$ cat src/rtl/cd_i2s_feeder.sv
// cd_i2s_feeder
//   CD-drive side serializer for the Butch I2S receiver (its i2rxd pin).
//   16-bit sample words are buffered in a FIFO and shifted out MSB-first.
//   The shifts are aligned to the sck/ws pair that the receiver drives in
//   master mode. Standard I2S timing applies: the MSB appears one sck after
//   each ws edge, and ws low selects the left word.
//
// Ports
//   sys_clk    : single system clock, all state updates on its rising edge
//   resetl     : asynchronous active-low reset
//   enable     : 1 = serializer runs, 0 = held in IDLE with sdata_out = 0
//   flush      : synchronous pulse that empties the FIFO and returns to IDLE
//   wr_en      : push wr_data into the FIFO
//   wr_data    : sample word; left and right alternate, left first
//   full       : FIFO holds 2**FIFO_AW words
//   level      : number of words currently in the FIFO
//   sck_in     : bit clock from the receiver (asynchronous, slow)
//   ws_in      : word select from the receiver
//   sdata_out  : serial data to the receiver
//   underflow  : sticky; set when a word load found the FIFO empty
//   overflow   : sticky; set on wr_en while full with no same-cycle pop
//   flag_clr   : synchronous clear of underflow and overflow

module cd_i2s_feeder #(
  parameter int FIFO_AW     = 4,
  parameter int SYNC_STAGES = 2
) (
  input  logic               sys_clk,
  input  logic               resetl,
  input  logic               enable,
  input  logic               flush,
  input  logic               wr_en,
  input  logic [15:0]        wr_data,
  output logic               full,
  output logic [FIFO_AW:0]   level,
  input  logic               sck_in,
  input  logic               ws_in,
  output logic               sdata_out,
  output logic               underflow,
  output logic               overflow,
  input  logic               flag_clr
);

  localparam int               DEPTH   = 2 ** FIFO_AW;
  localparam logic [FIFO_AW:0] DEPTH_W = {1'b1, {FIFO_AW{1'b0}}};

  typedef enum logic [1:0] {ST_IDLE, ST_LOAD, ST_SHIFT} state_t;

  state_t                 state, state_nxt;
  logic [SYNC_STAGES-1:0] sck_sr, ws_sr;
  logic                   sck_rise, sck_fall, ws_sync, ws_q, ws_chg;
  logic                   load_pend, load_evt, shift_evt;
  logic [15:0]            mem [DEPTH];
  logic [FIFO_AW:0]       wr_ptr, rd_ptr;
  logic                   empty, push_ok, pop_ok;
  logic [15:0]            load_word;
  logic [15:0]            shreg;
  logic [3:0]             bitcnt;

  // ---------------- synchronizers and edge detect ----------------
  // NOTE: sequential state uses non-blocking (<=) so every flop samples
  // pre-edge values; blocking here would collapse the sync chain.
  always_ff @(posedge sys_clk or negedge resetl) begin
    if (!resetl) begin
      sck_sr <= '0;
      ws_sr  <= '0;
    end else begin
      sck_sr <= {sck_sr[SYNC_STAGES-2:0], sck_in};
      ws_sr  <= {ws_sr[SYNC_STAGES-2:0], ws_in};
    end
  end

  assign sck_rise = sck_sr[SYNC_STAGES-2] & ~sck_sr[SYNC_STAGES-1];
  assign sck_fall = ~sck_sr[SYNC_STAGES-2] & sck_sr[SYNC_STAGES-1];
  assign ws_sync  = ws_sr[SYNC_STAGES-1];
  // ws is sampled on sck rise, as the receiver does; a change marks a word slot
  assign ws_chg   = sck_rise & (ws_sync != ws_q);

  // ---------------- FIFO ----------------
  assign level     = wr_ptr - rd_ptr;
  assign full      = (level == DEPTH_W);
  assign empty     = (level == '0);
  // a pop frees the slot in the same cycle, so push while full is legal then
  assign push_ok   = wr_en & ~flush & (~full | load_evt);
  assign pop_ok    = load_evt & ~empty;
  assign load_word = empty ? 16'h0000 : mem[rd_ptr[FIFO_AW-1:0]];

  // NOTE: the storage array has no reset; only the pointers define content,
  // which keeps it mappable to plain RAM/register-file cells.
  always_ff @(posedge sys_clk) begin
    if (push_ok) mem[wr_ptr[FIFO_AW-1:0]] <= wr_data;
  end

  always_ff @(posedge sys_clk or negedge resetl) begin
    if (!resetl) begin
      wr_ptr    <= '0;
      rd_ptr    <= '0;
      underflow <= 1'b0;
      overflow  <= 1'b0;
    end else begin
      if (flush) begin
        wr_ptr <= '0;
        rd_ptr <= '0;
      end else begin
        if (push_ok) wr_ptr <= wr_ptr + 1'b1;
        if (pop_ok)  rd_ptr <= rd_ptr + 1'b1;
      end
      // a set event in the same cycle overrides flag_clr
      if (load_evt & empty)                    underflow <= 1'b1;
      else if (flag_clr)                       underflow <= 1'b0;
      if (wr_en & ~flush & full & ~load_evt)   overflow  <= 1'b1;
      else if (flag_clr)                       overflow  <= 1'b0;
    end
  end

  // ---------------- FSM ----------------
  always_ff @(posedge sys_clk or negedge resetl) begin
    if (!resetl) state <= ST_IDLE;
    else         state <= state_nxt;
  end

  // NOTE: every always_comb output gets a default first so no path leaves
  // it unassigned, which would infer a latch.
  always_comb begin
    state_nxt = state;
    if (flush || !enable) begin
      state_nxt = ST_IDLE;
    end else begin
      case (state)
        // only a change towards ws=0 (left word) starts the stream
        ST_IDLE:  if (ws_chg && !ws_sync)   state_nxt = ST_LOAD;
        ST_LOAD:  if (sck_fall && load_pend) state_nxt = ST_SHIFT;
        ST_SHIFT: state_nxt = ST_SHIFT;
        default:  state_nxt = ST_IDLE;
      endcase
    end
  end

  always_comb begin
    load_evt  = 1'b0;
    shift_evt = 1'b0;
    if (enable && !flush && sck_fall && state != ST_IDLE) begin
      // a pending word slot always beats the remaining bits (truncation)
      load_evt  = load_pend;
      shift_evt = !load_pend && (state == ST_SHIFT);
    end
  end

  // ---------------- serializer datapath ----------------
  always_ff @(posedge sys_clk or negedge resetl) begin
    if (!resetl) begin
      ws_q      <= 1'b0;
      load_pend <= 1'b0;
      shreg     <= '0;
      bitcnt    <= '0;
      sdata_out <= 1'b0;
    end else begin
      if (sck_rise) ws_q <= ws_sync;

      if (flush)         load_pend <= 1'b0;
      else if (ws_chg)   load_pend <= 1'b1;
      else if (load_evt) load_pend <= 1'b0;

      if (flush || !enable || state == ST_IDLE) begin
        sdata_out <= 1'b0;
      end else if (load_evt) begin
        // an empty FIFO still consumes the slot so L/R pairing is kept
        shreg     <= load_word;
        sdata_out <= load_word[15];
        bitcnt    <= 4'd15;
      end else if (shift_evt) begin
        if (bitcnt != 4'd0) begin
          sdata_out <= shreg[bitcnt - 4'd1];
          bitcnt    <= bitcnt - 4'd1;
        end else begin
          sdata_out <= 1'b0;
        end
      end
    end
  end

endmodule

$ cat config.mk
export PLATFORM = sky130hd
export DESIGN_NAME = cd_i2s_feeder
export DESIGN_NICKNAME = d
export VERILOG_FILES = /design/src/rtl/cd_i2s_feeder.sv
export SDC_FILE = /design/constraint.sdc
export NUM_CORES = 1
export LEC_CHECK = 0
export ABC_CLOCK_PERIOD_IN_PS = 5600
export CAP_MARGIN = 20
export CORE_ASPECT_RATIO = 0.9
export CORE_MARGIN = 1.5
export CORE_UTILIZATION = 50
export DETAILED_ROUTE_END_ITERATION = 8
export GPL_ROUTABILITY_DRIVEN = 0
export GPL_TIMING_DRIVEN = 0
export PLACE_DENSITY = 0.66
export SYNTH_ARGS = -nofsm -noshare
export SYNTH_HDL_FRONTEND = slang
export SYNTH_SLANG_ARGS = --single-unit
$ cat constraint.sdc
create_clock -name sys_clk -period 5.6 [get_ports sys_clk]
set_clock_uncertainty 0.05 [all_clocks]
set_input_delay 0.84 -clock sys_clk [delete_from_list [all_inputs] [get_ports sys_clk]]
set_output_delay 0.84 -clock sys_clk [all_outputs]
set_load 0.1 [all_outputs]
# [Word level (Yosys, flattened, before mapping)]
# Memory sizes are Yosys's and may differ from the RTL's.
# Index checks and enable logic that the tools add are counted.
[totals] reg_bits=41 latch_bits=0 ramBits=256 mem_bits_ro=0 in_bits=24 out_inout_bits=9 word_cells=96 mem_count=1
[op_classes] addsub=4 n_mul=0 div=0 order_cmp=1 n_eq_ne=6 shift=0 muxes=28 bitwise_logic=17 n_reduce_logical=27
[mem_list] memory="mem" words=16 word_bits=16 read_ports=1 rd_clocked_by_memory_dff=0 wr=1 line="53" text="logic [15:0] mem [DEPTH];"
[op_table] operator="$mux 5" count=4
[op_table] operator="$mux 16" count=1
[op_table] operator="$mux 1" count=15
[op_table] operator="$reduce_bool 2->1" count=7
[op_table] operator="$mux 4" count=3
[op_table] operator="$add 5x1->5 const B" count=2
[op_table] operator="$and 1x1->1" count=9
[op_table] operator="$not 1->1" count=7
[op_table] operator="$logic_and 1x1->1" count=6
[op_table] operator="$mux 2" count=3
[op_table] operator="$ne 3x3->1 const B" count=2
[op_table] operator="$pmux 2 s3" count=1
[op_table] operator="$reduce_bool 3->1" count=2
[op_table] operator="$eq 5x5->1 const B" count=1
[op_table] operator="$logic_not 5->1" count=1
[op_table] operator="$lt 4x5->1 const B" count=1
[op_table] operator="$sub 5x5->5" count=1
[op_table] operator="$bmux 1 s4" count=1
[op_table] operator="$logic_not 1->1" count=4
[op_table] operator="$reduce_and 2->1" count=2
[op_table] operator="$reduce_bool 4->1" count=1
[op_table] operator="$sub 4x1->4 const B" count=1
[op_table] operator="$reduce_and 3->1" count=1
[op_table] operator="$eq 2x1->1 const B" count=1
[op_table] operator="other kinds (5)" count=6

# [Longest topological paths before layout]
# Gate-level depths: netlist (run 1).
[depth] depth_word=9 ltp_mapped=11 ltp_nobuf=10

# [Worst setup path after synthesis (run 1)]
# OpenSTA, ideal clock, no wires.
[synth_path] path_type="reg-to-reg" start="register rd_ptr[1]" end="memory mem[0][0] (enable)" setup_time_ns=0.436 arrival_time_ns=5.649 t_required_ns=5.114 setup_slack_ns=-0.535 path_stages_with_launch=11 n_path_buf=2 synth_period_minus_slack_ns=6.135 cell_sequence="dfrtp_1 > clkbuf_1 > buf_1 > inv_1 > fa_1 > xor2_1 > nor3_2 > o211ai_1 > and2_1 > o211ai_2 > nor4b_1"
[synth_between] elab_chain_len=7
[synth_rtl] element="start, declared" line="54" text="logic [FIFO_AW:0] wr_ptr, rd_ptr;"
[synth_rtl] element="start signal, assigned" line="106" text="if (pop_ok) rd_ptr <= rd_ptr + 1'b1;"
[synth_rtl] element="$sub 5x5->5" line="80" text="assign level = wr_ptr - rd_ptr;"
[synth_rtl] element="net level[2]" line="35" text="output logic [FIFO_AW:0] level,"
[synth_rtl] element="$eq 5x5->1" line="81" text="assign full = (level == DEPTH_W);"
[synth_rtl] element="$not 1->1" line="84" text="assign push_ok = wr_en & ~flush & (~full | load_evt);"
[synth_rtl] element="$or 1x1->1" line="84"
[synth_rtl] element="$and 1x1->1" line="84"
[synth_rtl] element="$mux 1" line="91" text="if (push_ok) mem[wr_ptr[FIFO_AW-1:0]] <= wr_data;"
[synth_rtl] element="$mux 1 (not written as such)" line="91"
[synth_rtl] element="end, declared" line="53"
# The timed path passes the listed nets, and every way through them passes these cells.

# [Worst setup path after layout (run 1)]
[layout_path] start="register rd_ptr[1]" end="output full"
[layout_between] elab_chain_len=2
[layout_rtl] element="$sub 5x5->5" line="80"
[layout_rtl] element="$eq 5x5->1" line="81"
[layout_rtl] element="end, declared" line="34" text="output logic full,"
# Every way passes these cells.

==> results of run 1 <==
report_power, final:
| group | internal, mW | switching, mW | leakage (nW) |
|---|---|---|---|
| logic | 0.146 | 0.320 | 1.31 |
| clock network | 1.09 | 0.778 | 0.438 |
| registers | 2.47 | 0.0291 | 2.86 |
logic make-up (layout without fill, tap and decap cells):
group / count (synthesis) / count (layout)
buffers and inverters: 43 / 157
AOI/OAI and AO/OA: 64 / 64
muxes: 85 / 85
adders and majority gates: 14 / 14
xor gates and xnor gates: 9 / 9
and+or+nand+nor: 85 / 85
DFF: 297 / 297
sequential cells by signal, summed over array words and instances, names as in the netlist, 2 cells and up:
name,cells
wr_ptr,5
shreg,16
ws_sr,2
mem,256
state,2
rd_ptr,5
bitcnt,4
sck_sr,2
area by class of cell:
| type | count | area (um^2) |
|---|---|---|
| plain buffers | 27 | 140.1 |
| clock buffers | 38 | 759.5 |
| clock inverters | 14 | 153.9 |
| fillers | 1703 | 9452 |
| inverters | 16 | 60.06 |
| multi-input cells | 257 | 3162 |
| flip-flops and latches | 297 | 8713 |
| well taps | 302 | 377.9 |
| repair buffers | 62 | 656.9 |
final timing paths:
path	startpoint	endpoint	slack (ns)
max	rd_ptr[1]$_DFFE_PN0P_	full	0.23
min	resetl	state[1]$_DFFE_PN0P_	0.25
max reg2reg	rd_ptr[1]$_DFFE_PN0P_	mem[7][9]$_DFFE_PP_	0.63
min reg2reg	ws_sr[0]$_DFF_PN0_	ws_sr[1]$_DFF_PN0_	0.30
max in group asynchronous	resetl	shreg[3]$_DFFE_PN0P_	4.75
min in group sys_clk	ws_sr[0]$_DFF_PN0_	ws_sr[1]$_DFF_PN0_	0.30
repair_timing:
action / in CTS / in global routing
gates resized for setup: 4 / 0
endpoints found under the setup margin: 2 / 0
endpoints found under the hold margin: 0 / 0
metrics by stage:
stage	setup TNS, ns	std cells	area, um^2	hold WS, ns	total power, mW
finish	0	1013	14020	0.2481	4.833
floorplan	-38.76	597	12020	0.2812	2.831
global route	0	1013	14020	0.2806	4.991
global placement	-202.55	931	12720	0.2902	2.963
CTS	0	1010	13970	0.2450	4.862
detailed placement	-0.03232	958	13050	0.2950	3.006
metal layers:
| metal | vias to the layer above | global-route usage, % | part of all wire [%] |
|---|---|---|---|
| met5 | - | 0 | 0 |
| met1 | 3300 | 31.11 | 43 |
| met4 | 0 | 5.409 | 1.9 |
| met3 | 41 | 4.127 | 6.7 |
| li1 | 2660 | - | - |
| met2 | 217 | 36.51 | 49 |
cell usage in the layout (no fill, tap or decap), types with 14 or more instances in the layout:
master / netlist / final
sky130_fd_sc_hd__clkbuf_1: 14 / 22
sky130_fd_sc_hd__clkbuf_16: 0 / 29
sky130_fd_sc_hd__mux4_2: 83 / 83
sky130_fd_sc_hd__buf_4: 0 / 14
sky130_fd_sc_hd__dfrtp_1: 41 / 41
sky130_fd_sc_hd__clkdlybuf4s50_1: 0 / 30
sky130_fd_sc_hd__a22o_1: 16 / 16
sky130_fd_sc_hd__nand2_1: 23 / 23
sky130_fd_sc_hd__inv_1: 14 / 14
sky130_fd_sc_hd__edfxtp_1: 256 / 256
critical path, stage by stage (launching register included):
cell                              delay [ns]
sky130_fd_sc_hd__dfrtp_1                0.40
sky130_fd_sc_hd__clkbuf_2               0.35
sky130_fd_sc_hd__buf_1                  0.57
sky130_fd_sc_hd__inv_1                  0.21
sky130_fd_sc_hd__fa_1                   0.48
sky130_fd_sc_hd__xor2_1                 0.19
sky130_fd_sc_hd__nor3_2                 0.14
sky130_fd_sc_hd__or4b_4                 0.52
sky130_fd_sc_hd__nand2_1                0.31
sky130_fd_sc_hd__and2_1                 0.20
sky130_fd_sc_hd__clkdlybuf4s15_2        0.56
==> reports/results.txt, run 1 <==
Post-DP HPWL: 18100 um
number of buffers inserted by port buffering: 32
run status: complete, but fails checks
ANT cells: 0
Hold Vio Cnt, Final: 0
CP Data Required Time: 4.71 ns
highest clock frequency the design can meet: 186.2 MHz
total number of H-tree levels: 1
Via Count: 6218
leakage dissipation: 4.609 nW
final setup fails: 0
final worst setup slack: 0.2295 ns
pre-CTS setup slack: -0.03232 ns
deepest clock path buffer count: 3
Row Count: 53
synthesized instance count: 597
cells taking the most area after synthesis: sky130_fd_sc_hd__edfxtp_1 (64%), sky130_fd_sc_hd__mux4_2 (16%), sky130_fd_sc_hd__dfrtp_1 (8.5%), sky130_fd_sc_hd__ha_1 (1.4%), sky130_fd_sc_hd__a22o_1 (1.2%)
multiplexer fraction of the synthesized cell area: 15.73%
data arrival time of the critical path: 4.48 ns
net count after synthesis: 635
number of nets with antenna violations after detailed routing: 0
kind of start point of the critical path: flip-flop
fraction of registers with async set/reset: 13.80%
commonest register cell after synthesis: sky130_fd_sc_hd__edfxtp_1
number of enable-type register cells in the synthesized netlist: 256
min cycle time layout: 5.371 ns
number of global-route vias before repair: 6506
Post-CTS Hold Fix Bufs: 0
Post-Synthesis Cell Area: 12020 um^2
main combinational cell family by area after synthesis: multiplexers
proportion of layout cells with a drive suffix above 1: 26.30%
power density over the cells: 344.7 nW/um^2
antenna violations before repair: 0
number of warning messages in the yosys log: 0
vertical die dimension: 150.1 um
mean instance size in the synthesized netlist: 20.13 um^2
total DRC errors in the routed layout: 5
kind of end point of the critical path: primary output
Starting DRT DRC Count: 719
compound-gate portion of the synthesized area: 3.955%
Core ar.: 23480 um^2
failing checks: design-rule violations
area of the die: 24980 um^2
r2r worst-path depth: 12
sequential area share after synthesis: 72.49%
remaining global-route overflow: 0
IR drop worst, VDD: 0.1927 mV
Max Fanout on Critical Path: 10
area growth from synthesis to layout: 16.66%
CTS tree: done
Final Cycle Share: 95.90%
area fraction in and, or, nand and nor cells after synthesis: 3.935%
width of the chip: 166.4 um
Post-CTS Setup Bufs: 0
number of top-level pins: 33
classification of the worst setup path: reg2out
core utilization of the finished layout: 59.74%
clock latency at the later pin of the worst-skew pair: 0.54 ns
slew at the pin with the worst max-slew slack: 1.108 ns
top-area cell type share of the netlist area: 63.95%
total number of clock tree sinks: 297
top cells by count, synth: sky130_fd_sc_hd__edfxtp_1 (256), sky130_fd_sc_hd__mux4_2 (83), sky130_fd_sc_hd__dfrtp_1 (41)
GRT Overall Usage: 22.14%
number of unique standard cell types used by synthesis: 55
maximum number of pins on one net before global-route repair: 22
average detailed-routed wire length per instance: 26.23 um
DR pass1 iterations: 7
total detailed-routing wirelength: 26580 um
via count normalized by instance count: 6.138
top cell type by total area after synthesis: sky130_fd_sc_hd__edfxtp_1
Synth Area in Adders: 1.520%
clock slew at the register clock pins of the worst setup and hold paths: 0.06 ns
Hold WC Path Type: in2async
first-pass GRT wire length: 40000 um
unrepaired setup endpoints after global routing: no
Slew HR: 26.10%
XOR/XNOR Fraction of Synth Area: 0.7182%
Clk Tree Root Cell: sky130_fd_sc_hd__clkbuf_16
# Max-Cap Violations: 0
flops & latches, synth: 297
Final nets: 728
final max-slew violation count: 0
effective utilization at floorplan: 51.20%
clock buffer count from CTS: 29
library cell with the highest instance count after synthesis: sky130_fd_sc_hd__edfxtp_1
Note: power is estimated with default switching activity, not from simulation.
==> run 2: changes to the inputs <==
--- a/config.mk
+++ b/config.mk
@@ -9,11 +9,12 @@
 export CAP_MARGIN = 20
 export CORE_ASPECT_RATIO = 0.9
 export CORE_MARGIN = 1.5
-export CORE_UTILIZATION = 50
+export CORE_UTILIZATION = 55
 export DETAILED_ROUTE_END_ITERATION = 8
 export GPL_ROUTABILITY_DRIVEN = 0
 export GPL_TIMING_DRIVEN = 0
-export PLACE_DENSITY = 0.66
+export PLACE_DENSITY = 0.71
+export SLEW_MARGIN = 0
 export SYNTH_ARGS = -nofsm -noshare
 export SYNTH_HDL_FRONTEND = slang
 export SYNTH_SLANG_ARGS = --single-unit
==> run 2 against run 1 <==
Compared with the run above:
- the flow now finishes without violations
- count of clock-buffer cells in the layout shrank 4
- cell count shrank 1.9%
- non-clock buffer count shrank 8
- power grew 1.5%
- critical path depth shrank 2
- sequential power is essentially flat
- maximum frequency grew 0.33%
- critical endpoint is now level[4]
- largest cell class unchanged
==> reports/results.txt, run 2 (same netlist as run 1, synthesis figures left out) <==
Switch Pwr: 1.149 mW (+2.0%)
Post-CTS Hold Fix Bufs: 0 (unchanged)
total number of H-tree levels: 1 (unchanged)
kind of end point of the critical path: primary output
DR pass1 iterations: 5 (-2)
classification of the worst setup path: reg2out
post-layout total power: 4.907 mW (+1.5%)
GRT Overall Usage: 23.78% (+1.6 points)
power density over the cells: 351.4 nW/um^2 (+2.0%)
clock buffer count from CTS: 28 (-3.4%)
# fillers: 1493 (-12%)
number of top-level pins: 33 (unchanged)
clock slew at the register clock pins of the worst setup and hold paths: 0.07 ns (about the same)
via count normalized by instance count: 6.257 (+1.9%)
Starting DRT DRC Count: 737 (+2.5%)
Core ar.: 21570 um^2 (-8.1%)
total DRC errors in the routed layout: 0 (-5)
proportion of power drawn by flip-flops and latches: 50.9% (-0.8 points)
slew at the pin with the worst max-slew slack: 1.136 ns (+0.02799 ns)
area growth from synthesis to layout: 16.18%
# Max-Cap Violations: 0 (unchanged)
Slew HR: 24.24% (-1.9 points)
total negative slack for setup checks: 0 ns (unchanged)
hold slack: 0.1706 ns (-0.07750 ns)
run status: finished clean
effective utilization at floorplan: 55.73% (+4.5 points)
Max Fanout on Critical Path: 10 (unchanged)
Final Cycle Share: 95.59% (-0.31 points)
final setup fails: 0 (unchanged)
final max-slew violation count: 0 (unchanged)
Post-CTS Setup Bufs: 0 (unchanged)
min cycle time layout: 5.353 ns (-0.01763 ns)
logic gate share of total power: 9.2% (-0.4 points)
number of buffers inserted by port buffering: 32 (unchanged)
most common cell after layout, fill and taps aside: sky130_fd_sc_hd__edfxtp_1
CP Data Required Time: 4.71 ns (about the same)
unrepaired setup endpoints after global routing: no
deepest clock path buffer count: 3 (unchanged)
Clock power frac: 39.9% (+1.2 points)
cell-internal power: 3.758 mW (+1.4%)
data arrival time of the critical path: 4.46 ns (-0.02 ns)
Row Count: 51 (-3.8%)
sequential cell area: 8713 um^2 (unchanged)
first-pass GRT wire length: 39130 um (-2.2%)
number of nets with antenna violations after detailed routing: 0 (unchanged)
total number of clock tree sinks: 297 (unchanged)
stage delay of the slowest cell on the critical path: 1.24 ns (+0.67 ns)
CP Cell Sequence: clkbuf_1, clkbuf_2, inv_1, fa_1, a21o_1, a21oi_2, xnor2_2, clkdlybuf4s50_1
IR drop worst, VDD: 0.3656 mV (+90%)
proportion of layout cells with a drive suffix above 1: 26.46% (+0.16 points)
width of the chip: 158.8 um (-4.6%)
ANT cells: 0 (unchanged)
area of the die: 22750 um^2 (-8.9%)
Post-DP HPWL: 16830 um (-7.0%)
Multi-input gate area: 3162 um^2 (unchanged)
clock latency at the later pin of the worst-skew pair: 0.54 ns (about the same)
most frequent cells in the layout: sky130_fd_sc_hd__edfxtp_1 (256), sky130_fd_sc_hd__mux4_2 (83), sky130_fd_sc_hd__dfrtp_1 (41)
Clk Tree Root Cell: sky130_fd_sc_hd__clkbuf_16
flip-flop count of the largest register, all copies and words added: 256 (unchanged)
antenna violations before repair: 0 (unchanged)
number of global-route vias before repair: 6448 (-0.89%)
worst-path cell with the longest stage delay: sky130_fd_sc_hd__clkdlybuf4s50_1
remaining global-route overflow: 0 (unchanged)
Sw Share: 23.42% (+0.10 points)
highest clock frequency the design can meet: 186.8 MHz (+0.33%)
vertical die dimension: 143.3 um (-4.6%)
average detailed-routed wire length per instance: 26.01 um (-0.85%)
kind of start point of the critical path: flip-flop
total detailed-routing wirelength: 25860 um (-2.7%)
leakage dissipation: 4.586 nW (-0.50%)
Hold WC Path Type: in2async
Via Count: 6219 (+0.016%)
Hold Vio Cnt, Final: 0 (unchanged)
maximum number of pins on one net before global-route repair: 27 (+23%)
CTS tree: done
Final nets: 719 (-1.2%)
[run 2: per-stage QoR]
step	std cells	cell area, um^2	setup slack (ns)	util, %
global placement	920	12700	-1.862	58.90
finish	994	13960	0.2471	64.75
global route	994	13960	0.1297	64.75
floorplan	597	12020	-0.5349	-
detailed placement	940	12950	0.03610	60.06
CTS	992	13920	0.02858	64.54
[run 2: cell type report]
| type | instances | share of cell area, % |
|---|---|---|
| Clock inverter | 18 | 1.514 |
| Inverter | 16 | 0.4301 |
| Sequential cell | 297 | 62.40 |
| Tap cell | 291 | 2.607 |
| Buffer | 27 | 1.003 |
| Multi-Input combinational cell | 257 | 22.64 |
| Timing Repair Buffer | 54 | 4.005 |
| Clock buffer | 34 | 5.403 |
[run 2: worst paths after layout]
path / start / to / slack [ns] / cells after the start
setup reg to reg: rd_ptr[1]$_DFFE_PN0P_ / mem[4][10]$_DFFE_PP_ / 0.72 / 11
hold reg to reg: ws_sr[0]$_DFF_PN0_ / ws_sr[1]$_DFF_PN0_ / 0.30 / 0
min in group sys_clk: ws_sr[0]$_DFF_PN0_ / ws_sr[1]$_DFF_PN0_ / 0.30 / 0
hold / removal: resetl / shreg[1]$_DFFE_PN0P_ / 0.17 / 1
setup / recovery: rd_ptr[1]$_DFFE_PN0P_ / level[4] / 0.25 / 8
max in group asynchronous: resetl / shreg[7]$_DFFE_PN0P_ / 4.84 / 2
[run 2: timing repair]
item,in CTS,in global routing
setup endpoints to repair,1,2
pin swaps,0,0
hold endpoints to repair,0,0
gates resized for setup,3,1
[run 2: layer usage]
metal | vias up | routed length [um] | track usage, %
li1 | 2645 | - | -
met1 | 3257 | 10390 | 32.68
met2 | 265 | 12700 | 38.97
met3 | 52 | 2162 | 5.286
met4 | 0 | 609 | 6.767
met5 | - | 0 | 0
[run 2: worst max-delay path, delay by kind of cell (launching register included)]
kind	cells	cell delay, ns
adders and majority gates	1	0.45
xor gates and xnor gates	1	0.27
DFF	1	0.41
AOI/OAI and AO/OA	2	0.40
buffers and inverters	4	2.39
[run 2: power by group through the flow]
| stage | clock network, mW | registers [mW] | logic, mW |
|---|---|---|---|
| after floorplan | 0 | 2.54 | 0.294 |
| after global placement | 0 | 2.54 | 0.417 |
| after detailed placement | 0 | 2.54 | 0.454 |
| after CTS | 1.99 | 2.50 | 0.453 |
| after global routing | 2.07 | 2.50 | 0.485 |
| final | 1.96 | 2.50 | 0.453 |
==> run 3: changes to the inputs <==
--- a/config.mk
+++ b/config.mk
@@ -8,7 +8,7 @@
 export ABC_CLOCK_PERIOD_IN_PS = 5600
 export CAP_MARGIN = 20
 export CORE_ASPECT_RATIO = 0.9
-export CORE_MARGIN = 1.5
+export CORE_MARGIN = 3
 export CORE_UTILIZATION = 55
 export DETAILED_ROUTE_END_ITERATION = 8
 export GPL_ROUTABILITY_DRIVEN = 0
==> run 3 against run 2 <==
Compared with the run above:
- cell count is the same
- worst hold slack gained 0.13 ns
- sequential power barely moved
- global-route usage fell by 0.88 points
- maximum frequency is 0.56% lower
- first-iteration DRC count grew 2.0%
- worst setup slack got worse by 0.030 ns
- critical path depth rose by 2
- sequential share of layout area rose by 0.067 points
- clock power decreased by 7%
- critical path type unchanged
- largest power group unchanged
- highest routed layer unchanged
==> reports/results.txt, run 3 (same netlist as run 1, synthesis figures left out) <==
run status: finished clean
Post-DP HPWL: 17340 um (+3.0%)
Row Count: 50 (-2.0%)
clock latency at the later pin of the worst-skew pair: 0.56 ns (+0.02 ns)
deepest clock path buffer count: 3 (unchanged)
total detailed-routing wirelength: 26520 um (+2.6%)
DR pass1 iterations: 6 (+1)
unrepaired setup endpoints after global routing: no
total negative slack for setup checks: 0 ns (unchanged)
number of top-level pins: 33 (unchanged)
CP Data Required Time: 4.71 ns (about the same)
total number of H-tree levels: 1 (unchanged)
Final nets: 723 (+0.56%)
Resized cells post-CTS: 5 (+2)
Post-CTS Setup Bufs: 0 (unchanged)
sequential cell area: 8713 um^2 (unchanged)
via count normalized by instance count: 6.266 (+0.14%)
met2 Usage GRT: 37.92% (-1.0 points)
Multi-input gate area: 3162 um^2 (unchanged)
global-route layer with the greatest usage: met2
final setup fails: 0 (unchanged)
kind of end point of the critical path: primary output
worst hold path stage count: 0
kind of start point of the critical path: flip-flop
buffers plus inverters on the worst setup path: 4 (unchanged)
GRT Overall Usage: 22.91% (-0.88 points)
antenna violations before repair: 0 (unchanged)
Slew HR: 33.66% (+9.4 points)
Switch Pwr: 1.168 mW (+1.6%)
final max-slew violation count: 0 (unchanged)
average detailed-routed wire length per instance: 26.68 um (+2.6%)
pre-CTS setup slack: -0.06796 ns (-0.1041 ns)
leakage dissipation: 4.589 nW (about the same)
cell-internal power: 3.623 mW (-3.6%)
logic gate share of total power: 9.7% (+0.5 points)
Sw Share: 24.38% (+0.96 points)
stage delay of the slowest cell on the critical path: 0.59 ns (-0.65 ns)
Hold Vio Cnt, Final: 0 (unchanged)
CTS tree: done
Core ar.: 21150 um^2 (-2.0%)
clock buffer count from CTS: 29 (+3.6%)
total number of clock tree sinks: 297 (unchanged)
effective utilization at floorplan: 56.85% (+1.1 points)
highest clock frequency the design can meet: 185.8 MHz (-0.56%)
# Max-Cap Violations: 0 (unchanged)
ANT cells: 0 (unchanged)
data arrival time of the critical path: 4.49 ns (+0.03 ns)
slew at the pin with the worst max-slew slack: 0.9951 ns (-0.1405 ns)
final worst setup slack: 0.2169 ns (-0.03017 ns)
flip-flop count of the largest register, all copies and words added: 256 (unchanged)
remaining global-route overflow: 0 (unchanged)
number of global-route vias before repair: 6468 (+0.31%)
width of the chip: 161.8 um (+1.9%)
Via Count: 6228 (+0.14%)
Max Fanout on Critical Path: 10 (unchanged)
area of the die: 23670 um^2 (+4.0%)
launching point of the worst reg2reg path: rd_ptr[1]$_DFFE_PN0P_
number of buffers inserted by port buffering: 32 (unchanged)
proportion of power drawn by flip-flops and latches: 52.1% (+1.2 points)
power density over the cells: 343.4 nW/um^2 (-2.3%)
number of nets with antenna violations after detailed routing: 0 (unchanged)
clock slew at the register clock pins of the worst setup and hold paths: 0.07 ns (about the same)
launch point of the worst hold path: ws_sr[0]$_DFF_PN0_
Hold WC Path Type: reg2reg
# fillers: 1435 (-3.9%)
total DRC errors in the routed layout: 0 (unchanged)
Starting DRT DRC Count: 752 (+2.0%)
first-pass GRT wire length: 40160 um (+2.6%)
worst-path cell with the longest stage delay: sky130_fd_sc_hd__buf_1
reg-to-reg critical path endpoint: mem[7][11]$_DFFE_PP_
hold worst-path end: ws_sr[1]$_DFF_PN0_
maximum number of pins on one net before global-route repair: 42 (+56%)
most frequent cells in the layout: sky130_fd_sc_hd__edfxtp_1 (256), sky130_fd_sc_hd__mux4_2 (83), sky130_fd_sc_hd__dfrtp_1 (41)
Final Non-Filler Cells: 994 (unchanged)
min cycle time layout: 5.383 ns (+0.03017 ns)
Post-CTS Hold Fix Bufs: 0 (unchanged)
proportion of layout cells with a drive suffix above 1: 26.13% (-0.33 points)
Clk Tree Root Cell: sky130_fd_sc_hd__clkbuf_16
placed instance count: 935 (-0.53%)
CP Cell Sequence: clkbuf_2, buf_1, inv_1, fa_1, xor2_1, nor3_2, or4b_4, nand2_1, and2_1, clkdlybuf4s15_2
IR drop worst, VDD: 0.2882 mV (-21%)
met3 track demand over resource: 3.858% (-1.4 points)
r2r worst-path depth: 11 (unchanged)
vertical die dimension: 146.3 um (+2.1%)
grt met1 use: 32.42% (-0.26 points)
classification of the worst setup path: reg2out
FF-to-FF setup slack: 0.85 ns (+0.13 ns)
cell family contributing the most delay on the critical path: buffers and inverters
most common cell after layout, fill and taps aside: sky130_fd_sc_hd__edfxtp_1
Clock power frac: 38.2% (-1.7 points)
Final Cycle Share: 96.13% (+0.54 points)
area growth from synthesis to layout: 16.05%
-- run 3: power by group through the flow --
stage / logic [mW] / registers [mW] / clock network [mW]
6_report: 0.465 / 2.50 / 1.83
5_1_grt: 0.493 / 2.50 / 1.95
4_1_cts: 0.456 / 2.50 / 1.86
3_5_place_dp: 0.456 / 2.54 / 0
3_3_place_gp: 0.424 / 2.54 / 0
2_1_floorplan: 0.294 / 2.54 / 0
-- run 3: layer usage --
metal	routed length [um]	part of all wire, %
met5	0	0
met4	570	2.1
met3	1510	5.7
met1	10970	41
met2	13480	51
-- run 3: how the worst max path moves through the flow --
stage,start,to,slack (ns),cells past startpoint
finish,rd_ptr[1]$_DFFE_PN0P_,full,0.22,10
global route,rd_ptr[1]$_DFFE_PN0P_,full,0.01,10
CTS,rd_ptr[1]$_DFFE_PN0P_,full,0.23,10
detailed placement,rd_ptr[1]$_DFFE_PN0P_,full,-0.07,10
global placement,rd_ptr[1]$_DFFE_PN0P_,mem[0][4]$_DFFE_PP_,-1.91,10
floorplan,rd_ptr[1]$_DFFE_PN0P_,mem[0][0]$_DFFE_PP_,-0.53,10
-- run 3: cell type report --
type / count / area share (%)
Sequential cell: 297 / 62.46
Multi-Input combinational cell: 257 / 22.67
Timing Repair Buffer: 57 / 4.368
Clock inverter: 23 / 1.175
Inverter: 16 / 0.4305
Tap cell: 286 / 2.565
Buffer: 27 / 1.005
Clock buffer: 31 / 5.328
-- run 3: metrics by stage --
| stage | total power [mW] | utilization (%) | instance area (um^2) | hold WS [ns] |
|---|---|---|---|---|
| 2_1_floorplan | 2.831 | - | 12020 | 0.2812 |
| 3_3_place_gp | 2.966 | 60.05 | 12700 | 0.2942 |
| 3_5_place_dp | 2.999 | 61.26 | 12950 | 0.2894 |
| 4_1_cts | 4.814 | 65.56 | 13860 | 0.3062 |
| 5_1_grt | 4.947 | 65.97 | 13950 | 0.3266 |
| 6_report | 4.791 | 65.97 | 13950 | 0.3011 |
